==> config.mk <==
export PLATFORM = sky130hd
export DESIGN_NAME = pipe_stall_ctrl
export DESIGN_NICKNAME = d
export VERILOG_FILES = /design/src/rtl/pipe_stall_ctrl.sv
export SDC_FILE = /design/constraint.sdc
export NUM_CORES = 1
export LEC_CHECK = 0
export BUFFER_PORTS_ARGS = -buffer_cell sky130_fd_sc_hd__buf_4
export CAP_MARGIN = 20
export CORE_MARGIN = 2
export CORE_UTILIZATION = 30
export DETAILED_ROUTE_END_ITERATION = 8
export HOLD_SLACK_MARGIN = 0.06
export PLACE_DENSITY_LB_ADDON = 0.2
export SETUP_SLACK_MARGIN = 0.15
export SYNTH_ARGS = -nofsm -noshare
export SYNTH_HDL_FRONTEND = slang
export SYNTH_SLANG_ARGS = --single-unit
==> constraint.sdc <==
create_clock -name clk -period 2.4 [get_ports clk]
set_input_delay 0.72 -clock clk [delete_from_list [all_inputs] [get_ports clk]]
set_output_delay 0.72 -clock clk [all_outputs]
set_load 0.01 [all_outputs]
==> src/rtl/pipe_stall_ctrl.sv <==
// Central stall controller for the 5-stage pipeline: load-use, divider and data-SRAM holds.
// Ports: clk/rst; ID operand fields and use flags; EX load/write-back info; div_start level;
//        MEM req/ack; outputs stall[5:0] (bit0 PC .. bit5 WB, 1 = stop), div_busy, div_done, stall_cnt.
module pipe_stall_ctrl #(
  parameter int DIV_LAT = 32,
  parameter int CNT_W   = 6
) (
  input  logic        clk,
  input  logic        rst,
  input  logic [4:0]  id_rs,
  input  logic [4:0]  id_rt,
  input  logic        id_rs_used,
  input  logic        id_rt_used,
  input  logic        ex_is_load,
  input  logic        ex_wreg,
  input  logic [4:0]  ex_waddr,
  input  logic        div_start,
  input  logic        mem_req,
  input  logic        mem_ack,
  output logic [5:0]  stall,
  output logic        div_busy,
  output logic        div_done,
  output logic [31:0] stall_cnt
);

  localparam logic [5:0] STALL_MEM  = 6'b011111;
  localparam logic [5:0] STALL_EX   = 6'b001111;
  localparam logic [5:0] STALL_ID   = 6'b000111;
  localparam logic [5:0] STALL_NONE = 6'b000000;

  // The IDLE cycle that accepts div_start is already the first cycle of the
  // divide, so BUSY only has to cover the remaining DIV_LAT-1 cycles.
  localparam logic [CNT_W-1:0] CNT_INIT = CNT_W'(DIV_LAT - 2);

  typedef enum logic [1:0] {
    IDLE = 2'd0,
    BUSY = 2'd1,
    DONE = 2'd2
  } div_state_t;

  div_state_t       state_q, state_d;
  logic [CNT_W-1:0] cnt_q, cnt_d;
  logic             div_pending_q;
  logic             load_use;
  logic             ex_req;
  logic             mem_req_stall;

  always_comb begin
    load_use = ex_is_load & ex_wreg & (ex_waddr != 5'd0) &
               ((id_rs_used & (id_rs == ex_waddr)) |
                (id_rt_used & (id_rt == ex_waddr)));
    // A pending result means the div in EX is the one that already finished;
    // its still-high div_start must not launch a second divide.
    ex_req        = div_start & ~div_pending_q & ((state_q == IDLE) | (state_q == BUSY));
    mem_req_stall = mem_req & ~mem_ack;

    stall = STALL_NONE;
    if (rst) begin
      stall = STALL_NONE;
    end else if (mem_req_stall) begin
      stall = STALL_MEM;
    end else if (ex_req) begin
      stall = STALL_EX;
    end else if (load_use) begin
      stall = STALL_ID;
    end
  end

  always_comb begin
    state_d = state_q;
    cnt_d   = cnt_q;
    unique case (state_q)
      IDLE: begin
        if (div_start & ~div_pending_q) begin
          cnt_d   = CNT_INIT;
          state_d = BUSY;
        end
      end
      BUSY: begin
        // Keeps counting under a MEM stall: the divider runs on its own.
        if (cnt_q == '0) begin
          state_d = DONE;
        end else begin
          cnt_d = cnt_q - 1'b1;
        end
      end
      DONE: begin
        state_d = IDLE;
      end
      default: begin
        state_d = IDLE;
      end
    endcase
  end

  always_ff @(posedge clk) begin
    if (rst) begin
      state_q       <= IDLE;
      cnt_q         <= '0;
      div_pending_q <= 1'b0;
      stall_cnt     <= '0;
    end else begin
      state_q <= state_d;
      cnt_q   <= cnt_d;
      // Result finished while EX is frozen: remember it until EX finally moves.
      if (stall[3]) begin
        div_pending_q <= div_pending_q | (state_q == DONE);
      end else begin
        div_pending_q <= 1'b0;
      end
      if (stall[0] && (stall_cnt != 32'hFFFF_FFFF)) begin
        stall_cnt <= stall_cnt + 32'd1;
      end
    end
  end

  assign div_busy = (state_q == BUSY) & ~rst;
  assign div_done = (state_q == DONE) & ~rst;

endmodule

# Word-level counts from Yosys, hierarchy flattened

Cells that the tools add are included.
W data, S select, Z words.

Output and inout port bits: 40
Register bits after elaboration: 41
RAM bits: 0
Bits in latches: 0
Memories kept: 0
Word-level logic and storage cells: 49
Memory bits (read-only): 0

Div/mod/pow operators: 0
$mul: 0
Reductions and logical operators: 8
Bitwise gates (word level): 17
Shift-type cells: 0
Add/sub/neg operators: 2
Order comparisons: 0
Equal/unequal tests: 8
Mux-type cells: 10

Operators with widths:

| cell                    | count |
|---|---|
| $add A32 B1 Y32 const B | 1 |
| $ne A32 B32 Y1 const B  | 1 |
| $mux W6                 | 2 |
| $pmux W6 S2             | 1 |
| $and A1 B1 Y1           | 10 |
| $eq A5 B5 Y1            | 2 |
| $mux W5                 | 2 |
| $logic_not A6 Y1        | 1 |
| $sub A6 B1 Y6 const B   | 1 |
| $reduce_bool A5 Y1      | 1 |
| $mux W2                 | 2 |
| $mux W4                 | 1 |
| $ne A2 B2 Y1 const B    | 2 |
| $not A1 Y1              | 4 |
| $pmux W2 S2             | 1 |
| $mux W3                 | 1 |
| $or A1 B1 Y1            | 3 |
| $reduce_and A3 Y1       | 1 |
| $eq A2 B1 Y1 const B    | 1 |
| $eq A2 B2 Y1 const B    | 1 |
| $logic_not A2 Y1        | 1 |
| $ne A2 B1 Y1 const B    | 1 |
| $reduce_and A2 Y1       | 1 |
| $reduce_bool A2 Y1      | 1 |
| 2 further kinds         | 2 |

# Logic depth before layout (Yosys ltp)

Gate-level depths: netlist of the first run.

Word-level depth: 10
Depth in mapped cells: 9

# Least setup slack after synthesis of the first run

No wires, ideal clock.

Path type: input to output
Start point: input div_start
End point: output stall[1]
Stages on the path: 6
Buffers on the path: 1
Path slack: -0.151 ns
Data arrival time: 1.831 ns
Cell sequence: or3b_4 -> a21o_4 -> inv_1 -> a21oi_1 -> inv_1 -> buf_4

Longest elaborated chain between the ends: 5

RTL lines:

| element                     | line | source |
|---|---|---|
| from (decl)                 | 17   | `input logic div_start,` |
| $and A1 B1 Y1 (2 in series) | 54   | `ex_req = div_start & ~div_pending_q & ((state_q == IDLE) \| (state_q == BUSY));` |
| $mux W4                     | 62   | `end else if (ex_req) begin` |
| $mux W5                     | 60   | `end else if (mem_req_stall) begin` |
| $mux W5                     | 58   | `if (rst) begin` |
| to (decl)                   | 20   | `output logic [5:0] stall,` |

No other way between the ends.

# Worst setup path in the final report of the first run

Start point: input ex_waddr[2]
End point: output stall[2]

Longest elaborated chain between the ends: 8
Elaborated cells between the ends (all ways): 12

RTL lines:

| element                                 | line   | source |
|---|---|---|
| from (decl)                             | 16     | `input logic [4:0] ex_waddr,` |
| $eq A5 B5 Y1, on equally long branches  | 50, 51 |  |
| $and A1 B1 Y1, on equally long branches | 50, 51 |  |
| $or A1 B1 Y1                            | 50     | `((id_rs_used & (id_rs == ex_waddr)) \|` |
| $and A1 B1 Y1 (*)                       | 49     | `load_use = ex_is_load & ex_wreg & (ex_waddr != 5'd0) &` |
| $mux W3 (*)                             | 64     | `end else if (load_use) begin` |
| $mux W4 (*)                             | 62     |  |
| $mux W5 (*)                             | 60     |  |
| $mux W5 (*)                             | 58     |  |

Every way passes the cells marked *; elsewhere a longest branch is shown, timed or not.

==> results of run 1 <==
==> stage by stage <==
step	setup TNS, ns	util [%]	cells	cell area (sq um)	worst slack [ns]
after floorplan	-0.167	-	263	2290	-0.0495
after global placement	-1.90	42.1	443	3040	-0.147
after detailed placement	-2.50	42.1	443	3040	-0.183
after CTS	-0.104	45.0	458	3250	-0.0349
after global routing	-0.497	47.5	462	3430	-0.101
final	-0.168	47.5	462	3430	-0.0560
==> area by class of cell <==
class | count | area share (%)
inverter | 9 | 1.06
sequential | 41 | 24.0
clock inverter | 1 | 0.146
multi-input combinational | 202 | 44.3
timing repair buffer | 103 | 24.1
clock buffer | 7 | 2.81
tap | 99 | 3.61
==> worst max-delay path, stage by stage <==
cell and delay, ns:
buf_4 0.13, xnor2_2 0.17, nand4_1 0.19, o22ai_2 0.21
a21oi_2 0.09, inv_2 0.12, buf_6 0.11
==> synthesized netlist by cell type (4+ instances only) <==
cell / instances
a21oi_1: 24
nor3_1: 5
and4_1: 4
or4_1: 13
mux2i_1: 4
nand2_1: 18
nor2_1: 25
xor2_1: 9
clkbuf_1: 4
nand3_1: 12
or3_1: 4
and3_1: 5
xnor2_1: 12
inv_1: 9
o31ai_1: 15
dfxtp_1: 41
nor4_1: 5
nand4_1: 13
==> cells by family (layout without fill, tap and decap cells) <==
logic type / count (synthesis) / after routing / share of synthesized area (%)
AND/OR/NAND/NOR: 117 / 117 / 28.8
AO/OA/AOI/OAI: 54 / 54 / 16.8
flip-flops: 41 / 41 / 37.0
XOR/XNOR: 21 / 21 / 8.30
buffers and inverters: 20 / 120 / 4.35
multiplexers: 6 / 6 / 2.82
adder cells (fa/ha/maj): 3 / 3 / 1.69
other: 1 / 1 / 0.169
==> per-layer routing <==
metal	GRT usage, %	part of all wire (%)
met4	5.38	1.5
met5	0	0
met1	20.7	48
met3	3.94	4.8
met2	25.1	46
==> path summary, 6_finish.rpt <==
| path | cells after the start | start | slack [ns] | endpoint |
|---|---|---|---|---|
| worst max-delay path | 7 | ex_waddr[2] | -0.06 | stall[2] |
| worst min-delay path | 2 | div_pending_q | 0.48 | div_pending_q |
| worst max register to register | 8 | state_q[1] | 0.12 | stall_cnt[15] |
| worst min register to register | 2 | div_pending_q | 0.48 | div_pending_q |
==> power by group through the flow <==
stage	Sequential [uW]	Clock (uW)	Combinational [uW]
6_report	725	504	305
5_1_grt	729	549	336
4_1_cts	725	523	283
3_5_place_dp	741	0	261
3_3_place_gp	741	0	260
2_1_floorplan	737	0	162
==> timing repair <==
item                                    4_1_cts  5_1_grt
endpoints found under the setup margin        7       27
buffers inserted                              7        4
gates resized for setup                      14       33
pin swaps                                     9       17
==> registers in the layout, indices dropped and copies added, names as in the netlist <==
| signal | count |
|---|---|
| cnt_q | 6 |
| stall_cnt | 32 |
| div_pending_q | 1 |
| state_q | 2 |
==> summary.md, run 1 <==
| Metric | Value |
|---|---|
| Outcome | finished, violations left |
| Failing checks | setup timing |
| First drt pass iteration count | 4 |
| Post-DP HPWL | 4.68 mm |
| Pint | 1120 uW |
| Largest net degree at the start of global routing | 19 |
| P_leak | 0.00134 uW |
| GRT overflow | 0 |
| Seq pwr share | 47.3% |
| Ys flop type | dfxtp_1 |
| Post-DR vias/cell | 5.02 |
| Area of the die | 0.00809 sq mm |
| GRT Util Overall | 15.7% |
| Worst Skew | 0.00851 ns |
| Final hold vios | 0 |
| Syn_area_per_cell | 8.43 sq um |
| Total CTS buffers | 5 |
| Core area | 0.00721 sq mm |
| Clk slew on worst S/H paths | 0.08 ns |
| Most frequent cells in the layout | buf_4, dfxtp_1, nor2_1, nand2_1, nand4_1 |
| Die X-Extent | 89.9 microns |
| Synth Cell Area | 0.00222 sq mm |
| Yosys cell types | 44 |
| Power density cells | 448 mW/mm^2 |
| IO Count | 64 |
| N_diodes | 0 |
| Startpoint Class | input port |
| Vias | 2321 |
| Peak VDD IR | 0.202 mV |
| Min Hold Slack | 0.483 ns |
| Yosys top cell area share | 37.0% |
| Ys Warns | 0 |
| Clk buf depth | 2 |
| Final Cycle Share | 102% |
| Initial Util | 30.7% |
| Fillers | 718 |
| Fraction of layout cells with a size suffix above 1 | 43.8% |
| Area leader, netlist | dfxtp_1 |
| Root buf cell | clkbuf_8 |
| FP Rows | 31 |
| First-pass GRT wire length | 10.6 mm |
| Final nets | 389 |
| Clk pwr share | 32.8% |
| Remaining DRCs | 0 |
| Critical Path AT | 1.74 ns |
| Final setup fails | 3 |
| Post-CTS Hold Fix Bufs | 0 |
| Net Sw Frac | 26.9% |
| Maximum clock rate | 407 MHz |
| Ranking of synthesized cells by area | dfxtp_1, a21oi_1, o31ai_1 |
| Port Buf Inserts | 62 |
| Crit path kind | input port to primary output |
| Area occupied by registers | 821 sq um |
| Violation count after the first detailed-routing iteration | 125 |
| Ys async rst share | 0% |
| Combinational share of power | 19.9% |
| H-tree depth | 2 |
| Type of destination of the critical path | primary output |
| Mapped Cells | 263 |
| Synthesized flop and latch total | 41 |
| Class of the worst hold path | register to register |
| CP Max Fanout | 4 |
| Initial antenna violation count | 0 |
| Area of the multi-input gates | 0.00152 sq mm |
| Vias in the first global route | 2208 |
| Final WL | 6.46 mm |
| Min cycle time layout | 2.46 ns |
| Layout area overhead | 54.7% |
| Tot Pwr | 1530 uW |
| Number of synthesized flops with an enable pin | 0 |
| Height of the die | 89.9 microns |
| Syn nets | 290 |
| DR WL/cell | 14.0 microns |
| TritonCTS clock tree | done |
| Final WS setup | -0.0560 ns |
| Most common cell after layout, fill and taps aside | buf_4 |
| Req. time, crit path | 1.68 ns |
| RSZ-0062 raised after global routing | yes |
| Max-cap violations | 0 |
| GP Congestion | 0.798 |
| DRT antenna net count | 0 |
| P_sw | 412 uW |
| Clk sink count | 41 |
| Post-synthesis sequential area ratio | 37.0% |
| Slew Viols, Final | 0 |
| Clk_lat worst skew | 0.30 ns |
Note: power is estimated with default switching activity, not from simulation.
==> run 2: changes to the inputs <==
- CELL_PAD_IN_SITES_DETAIL_PLACEMENT: not set -> 1
- CELL_PAD_IN_SITES_GLOBAL_PLACEMENT: not set -> 1
==> run 2 against run 1 <==
The run still ends with setup timing left; critical path depth stayed put; wire length increased by 19%; clock skew increased by 0.0059 ns.
==> summary.md, run 2 (same netlist as run 1, synthesis figures left out) <==
| Metric | Value |
|---|---|
| Outcome | finished, violations left |
| Failing checks | setup timing |
| CP Max Fanout | 4 |
| Area of the die | 0.00809 sq mm |
| Fraction of layout cells with a size suffix above 1 | 45.4% |
| Crit path kind | input port to primary output |
| Final nets | 383 |
| Final setup fails | 3 |
| Fillers | 853 |
| Height of the die | 89.9 microns |
| Final Cycle Share | 102% |
| Most flops, register | stall_cnt |
| Initial Util | 30.7% |
| N_diodes | 0 |
| Post-DP HPWL | 5.04 mm |
| Most common cell after layout, fill and taps aside | buf_4 |
| FP Rows | 31 |
| DR WL/cell | 16.8 microns |
| GRT overflow | 0 |
| Final hold vios | 0 |
| Vias | 2400 |
| Req. time, crit path | 1.68 ns |
| Net Sw Frac | 27.7% |
| Combinational share of power | 21.1% |
| Peak VDD IR | 0.245 mV |
| Slew Viols, Final | 0 |
| Biggest regs | stall_cnt x32, cnt_q x6, state_q x2 |
| Worst Skew | 0.0144 ns |
| Die X-Extent | 89.9 microns |
| Class of the worst hold path | register to register |
| Root buf cell | clkbuf_8 |
| Seq pwr share | 46.3% |
| First-pass GRT wire length | 11.6 mm |
| Post-CTS Hold Fix Bufs | 0 |
| Initial antenna violation count | 0 |
| Clk pwr share | 32.7% |
| Most frequent cells in the layout | buf_4, dfxtp_1, nor2_1, nand2_1, buf_6 |
| Vias in the first global route | 2329 |
| Layout area overhead | 59.4% |
| Type of destination of the critical path | primary output |
| Final WL | 7.66 mm |
| Maximum clock rate | 410 MHz |
| DRT antenna net count | 0 |
| GP Congestion | 0.728 |
| Startpoint Class | input port |
| RSZ-0062 raised after global routing | yes |
| Clk buf depth | 2 |
| TritonCTS clock tree | done |
| IO Count | 64 |
| Port Buf Inserts | 62 |
| Setup_tns | -0.107 ns |
| Largest net degree at the start of global routing | 29 |
| Clk slew on worst S/H paths | 0.07 ns |
| Post-DR vias/cell | 5.26 |
| Power density cells | 444 mW/mm^2 |
| Max-cap violations | 0 |
| H-tree depth | 2 |
| Clk sink count | 41 |
| GRT Util Overall | 17.2% |
| Pint | 1130 uW |
| Violation count after the first detailed-routing iteration | 115 |
| Remaining DRCs | 0 |
| First drt pass iteration count | 4 |
| Critical Path AT | 1.72 ns |
| Setup WS pre-CTS | -0.166 ns |
| Total CTS buffers | 5 |
| Core area | 0.00721 sq mm |
| Min cycle time layout | 2.44 ns |
| P_sw | 434 uW |
| Final WS setup | -0.0366 ns |
| Max FFs per register | 32 |
| Clk_lat worst skew | 0.29 ns |
| P_leak | 0.00140 uW |
[run 2: cell count changes in the layout (fill, tap and decap cells not counted), sizes merged]
cell,delta
clkbuf,+2
buf,-8
[run 2: final timing paths]
check	startpoint	end	slack [ns]	cells after the start
hold / removal	div_pending_q	div_pending_q	0.48	2
setup / recovery	ex_waddr[4]	stall[0]	-0.04	7
hold reg to reg	div_pending_q	div_pending_q	0.48	2
setup reg to reg	state_q[1]	stall_cnt[27]	0.15	8
[run 2: what timing repair did]
item | CTS | global route
endpoints found under the hold margin | 0 | 0
setup buffers | 4 | 4
gates cloned | 0 | 3
pin swaps | 14 | 27
resized for setup | 15 | 55
setup endpoints to repair | 6 | 31
[run 2: power groups by stage]
stage	sequential [uW]	clock, uW	combinational, uW
global placement	741	0	257
floorplan	737	0	162
CTS	726	524	277
finish	726	512	330
detailed placement	742	0	263
global route	732	544	362
[run 2: per-layer routing]
layer | vias to the layer above | routed length, microns | global-route usage, %
met2 | 54 | 3740 | 29.0
li1 | 1165 | - | -
met3 | 5 | 328 | 3.19
met4 | 0 | 44 | 3.21
met1 | 1176 | 3550 | 23.3
met5 | - | 0 | 0
[run 2: cell type report]
| cell class | count | area [sq um] | area share, % |
|---|---|---|---|
| repair buffers | 97 | 852 | 24.1 |
| clock inverters | 1 | 5.00 | 0.142 |
| inverters | 9 | 38.8 | 1.10 |
| multi-input cells | 202 | 1590 | 45.1 |
| well taps | 99 | 124 | 3.51 |
| clock buffers | 7 | 96.3 | 2.73 |
| flip-flops and latches | 41 | 822 | 23.3 |
[run 2: stage by stage]
stage               power, uW  utilization [%]  area (sq um)  instances  hold slack (ns)
finish                   1570             49.0          3530        456            0.478
global route             1640             49.0          3530        456            0.525
CTS                      1530             44.2          3190        449            0.492
detailed placement       1000             41.5          2990        437            0.474
global placement          998             41.5          2990        437            0.472
floorplan                 899                -          2290        263            0.438
[run 2: worst max-delay path, stage by stage]
cell and delay (ns):
buf_4 0.14, xnor2_2 0.16, nand4_1 0.17, o22ai_2 0.20, a21oi_4 0.10, inv_4 0.11
buf_6 0.10
==> run 3: changes to the inputs <==
- CTS_BUF_LIST: not set -> sky130_fd_sc_hd__clkbuf_2
==> run 3 against run 2 <==
The flow still finishes with violations (setup timing); clock-buffer cell count down 2; critical endpoint unchanged; core utilization down 3.3 points; largest cell class unchanged; fmax is 1.4% lower; clock power decreased by 42%; worst setup slack lost 0.036 ns; sequential share of layout area grew 1.8 points; non-clock buffer count shrank 2.
==> summary.md, run 3 (same netlist as run 1, synthesis figures left out) <==
| Metric | Value |
|---|---|
| Post-DP HPWL | 5.04 mm |
| Hold_sp | div_pending_q |
| Area of the die | 0.00809 sq mm |
| Peak VDD IR | 0.193 mV |
| Max-cap violations | 0 |
| CP Max Fanout | 4 |
| Final Cycle Share | 103% |
| Final WS setup | -0.0723 ns |
| Layout Cells excl Fill | 454 |
| Vias | 2367 |
| Clk sink count | 41 |
| IO Count | 64 |
| First drt pass iteration count | 4 |
| GRT overflow | 0 |
| H-tree depth | 2 |
| Crit-path leading delay family | compound AO/OA/AOI/OAI gates |
| Largest net degree at the start of global routing | 29 |
| Failing checks | setup timing |
| Vias in the first global route | 2322 |
| Die X-Extent | 89.9 microns |
| Class of the worst hold path | register to register |
| N_diodes | 0 |
| Outcome | finished, violations left |
| Fraction of layout cells with a size suffix above 1 | 42.5% |
| Worst Skew | 0.0288 ns |
| Initial antenna violation count | 0 |
| Worst hold stages | 2 |
| TritonCTS clock tree | done |
| Req. time, crit path | 1.68 ns |
| Dpl cells | 437 |
| P_leak | 0.00129 uW |
| Port Buf Inserts | 62 |
| Crit path kind | input port to primary output |
| Min cycle time layout | 2.47 ns |
| Final nets | 381 |
| Final WL | 7.07 mm |
| Most flops, register | stall_cnt |
| Initial Util | 30.7% |
| Startpoint Class | input port |
| Clk_lat worst skew | 0.41 ns |
| Max FFs per register | 32 |
| Final setup fails | 3 |
| Crit path largest cell delay | 0.27 ns |
| FF-to-FF path depth | 7 |
| Reg-to-Reg End | stall_cnt[20] |
| Setup WS pre-CTS | -0.166 ns |
| Layout area overhead | 48.7% |
| Violation count after the first detailed-routing iteration | 72 |
| Worst Path Buf+Inv | 3 |
| Height of the die | 89.9 microns |
| Total CTS buffers | 5 |
| Root buf cell | clkbuf_2 |
| Clk buf depth | 2 |
| Hold Path End | div_pending_q |
| Slew Viols, Final | 0 |
| Flop-to-flop setup slack | 0.17 ns |
| Post-CTS Hold Fix Bufs | 0 |
| GRT Util Overall | 17.3% |
| Clk slew on worst S/H paths | 0.18 ns |
| RSZ-0062 raised after global routing | yes |
| RR Startpoint | state_q[1] |
| Most common cell after layout, fill and taps aside | buf_4 |
| CP cell instances | buf_4 > xnor2_1 > nand4_1 > o22ai_2 > a21oi_4 > inv_4 > buf_6 |
| Remaining DRCs | 0 |
| Type of destination of the critical path | primary output |
| Post-DR vias/cell | 5.21 |
| GP Congestion | 0.728 |
| Power density cells | 401 mW/mm^2 |
| Critical Path AT | 1.75 ns |
| Most frequent cells in the layout | buf_4, dfxtp_1, nor2_1, nand2_1, a21oi_1 |
| Biggest regs | stall_cnt x32, cnt_q x6, state_q x2 |
| Critical path's slowest cell | o22ai_2 |
| DRT antenna net count | 0 |
| DR WL/cell | 15.6 microns |
| Final hold vios | 0 |
| FP Rows | 31 |
| Core area | 0.00721 sq mm |
| First-pass GRT wire length | 11.6 mm |
| Maximum clock rate | 404 MHz |
-- run 3: report_power, final --
| part | switching [uW] | internal, uW |
|---|---|---|
| Clock | 234 | 63.9 |
| Sequential | 21.4 | 706 |
| Combinational | 148 | 147 |
-- run 3: worst reg2reg max path, delay by kind of cell, from the launching register on --
kind,cells,cell delay (ns)
buf+inv,1,0.17
simple gates,3,1.02
compound gates,3,0.68
flops,1,0.36
-- run 3: worst max-delay path by stage --
stage,to,start,cells past startpoint
3_3_place_gp,stall_cnt[20],div_start,7
4_1_cts,stall[0],div_start,7
5_1_grt,stall[0],ex_waddr[4],7
3_5_place_dp,stall_cnt[23],div_start,8
2_1_floorplan,stall_cnt[20],div_start,6
6_report,stall[0],ex_waddr[4],7
-- run 3: what timing repair did --
action,CTS,global route
pin swaps,5,16
buffers inserted,5,4
resized for setup,9,36
cloned,0,0
endpoints found under the setup margin,5,24
-- run 3: final cells by class --
type | instances | area [sq um]
clock inverters | 3 | 12.5
fillers | 885 | 3920
multi-input cells | 202 | 1510
well taps | 99 | 124
clock buffers | 5 | 25.0
repair buffers | 95 | 756
inverters | 9 | 38.8
flip-flops and latches | 41 | 827
-- run 3: layer usage --
layer / vias to the layer above / share of wire [%] / global-route usage (%)
met5: - / 0 / 0
met2: 51 / 46 / 28.7
met4: 0 / 0.89 / 3.97
met3: 6 / 4.5 / 3.69
li1: 1158 / - / -
met1: 1152 / 49 / 23.1
-- run 3: stage by stage --
step | power [uW] | hold slack (ns) | area, sq um | util [%] | setup TNS (ns)
5_1_grt | 1390 | 0.538 | 3300 | 45.7 | -0.454
2_1_floorplan | 899 | 0.438 | 2290 | - | -0.167
4_1_cts | 1320 | 0.513 | 3100 | 43.0 | -0.130
3_5_place_dp | 1000 | 0.474 | 2990 | 41.5 | -2.08
6_report | 1320 | 0.493 | 3300 | 45.7 | -0.214
3_3_place_gp | 998 | 0.472 | 2990 | 41.5 | -1.40
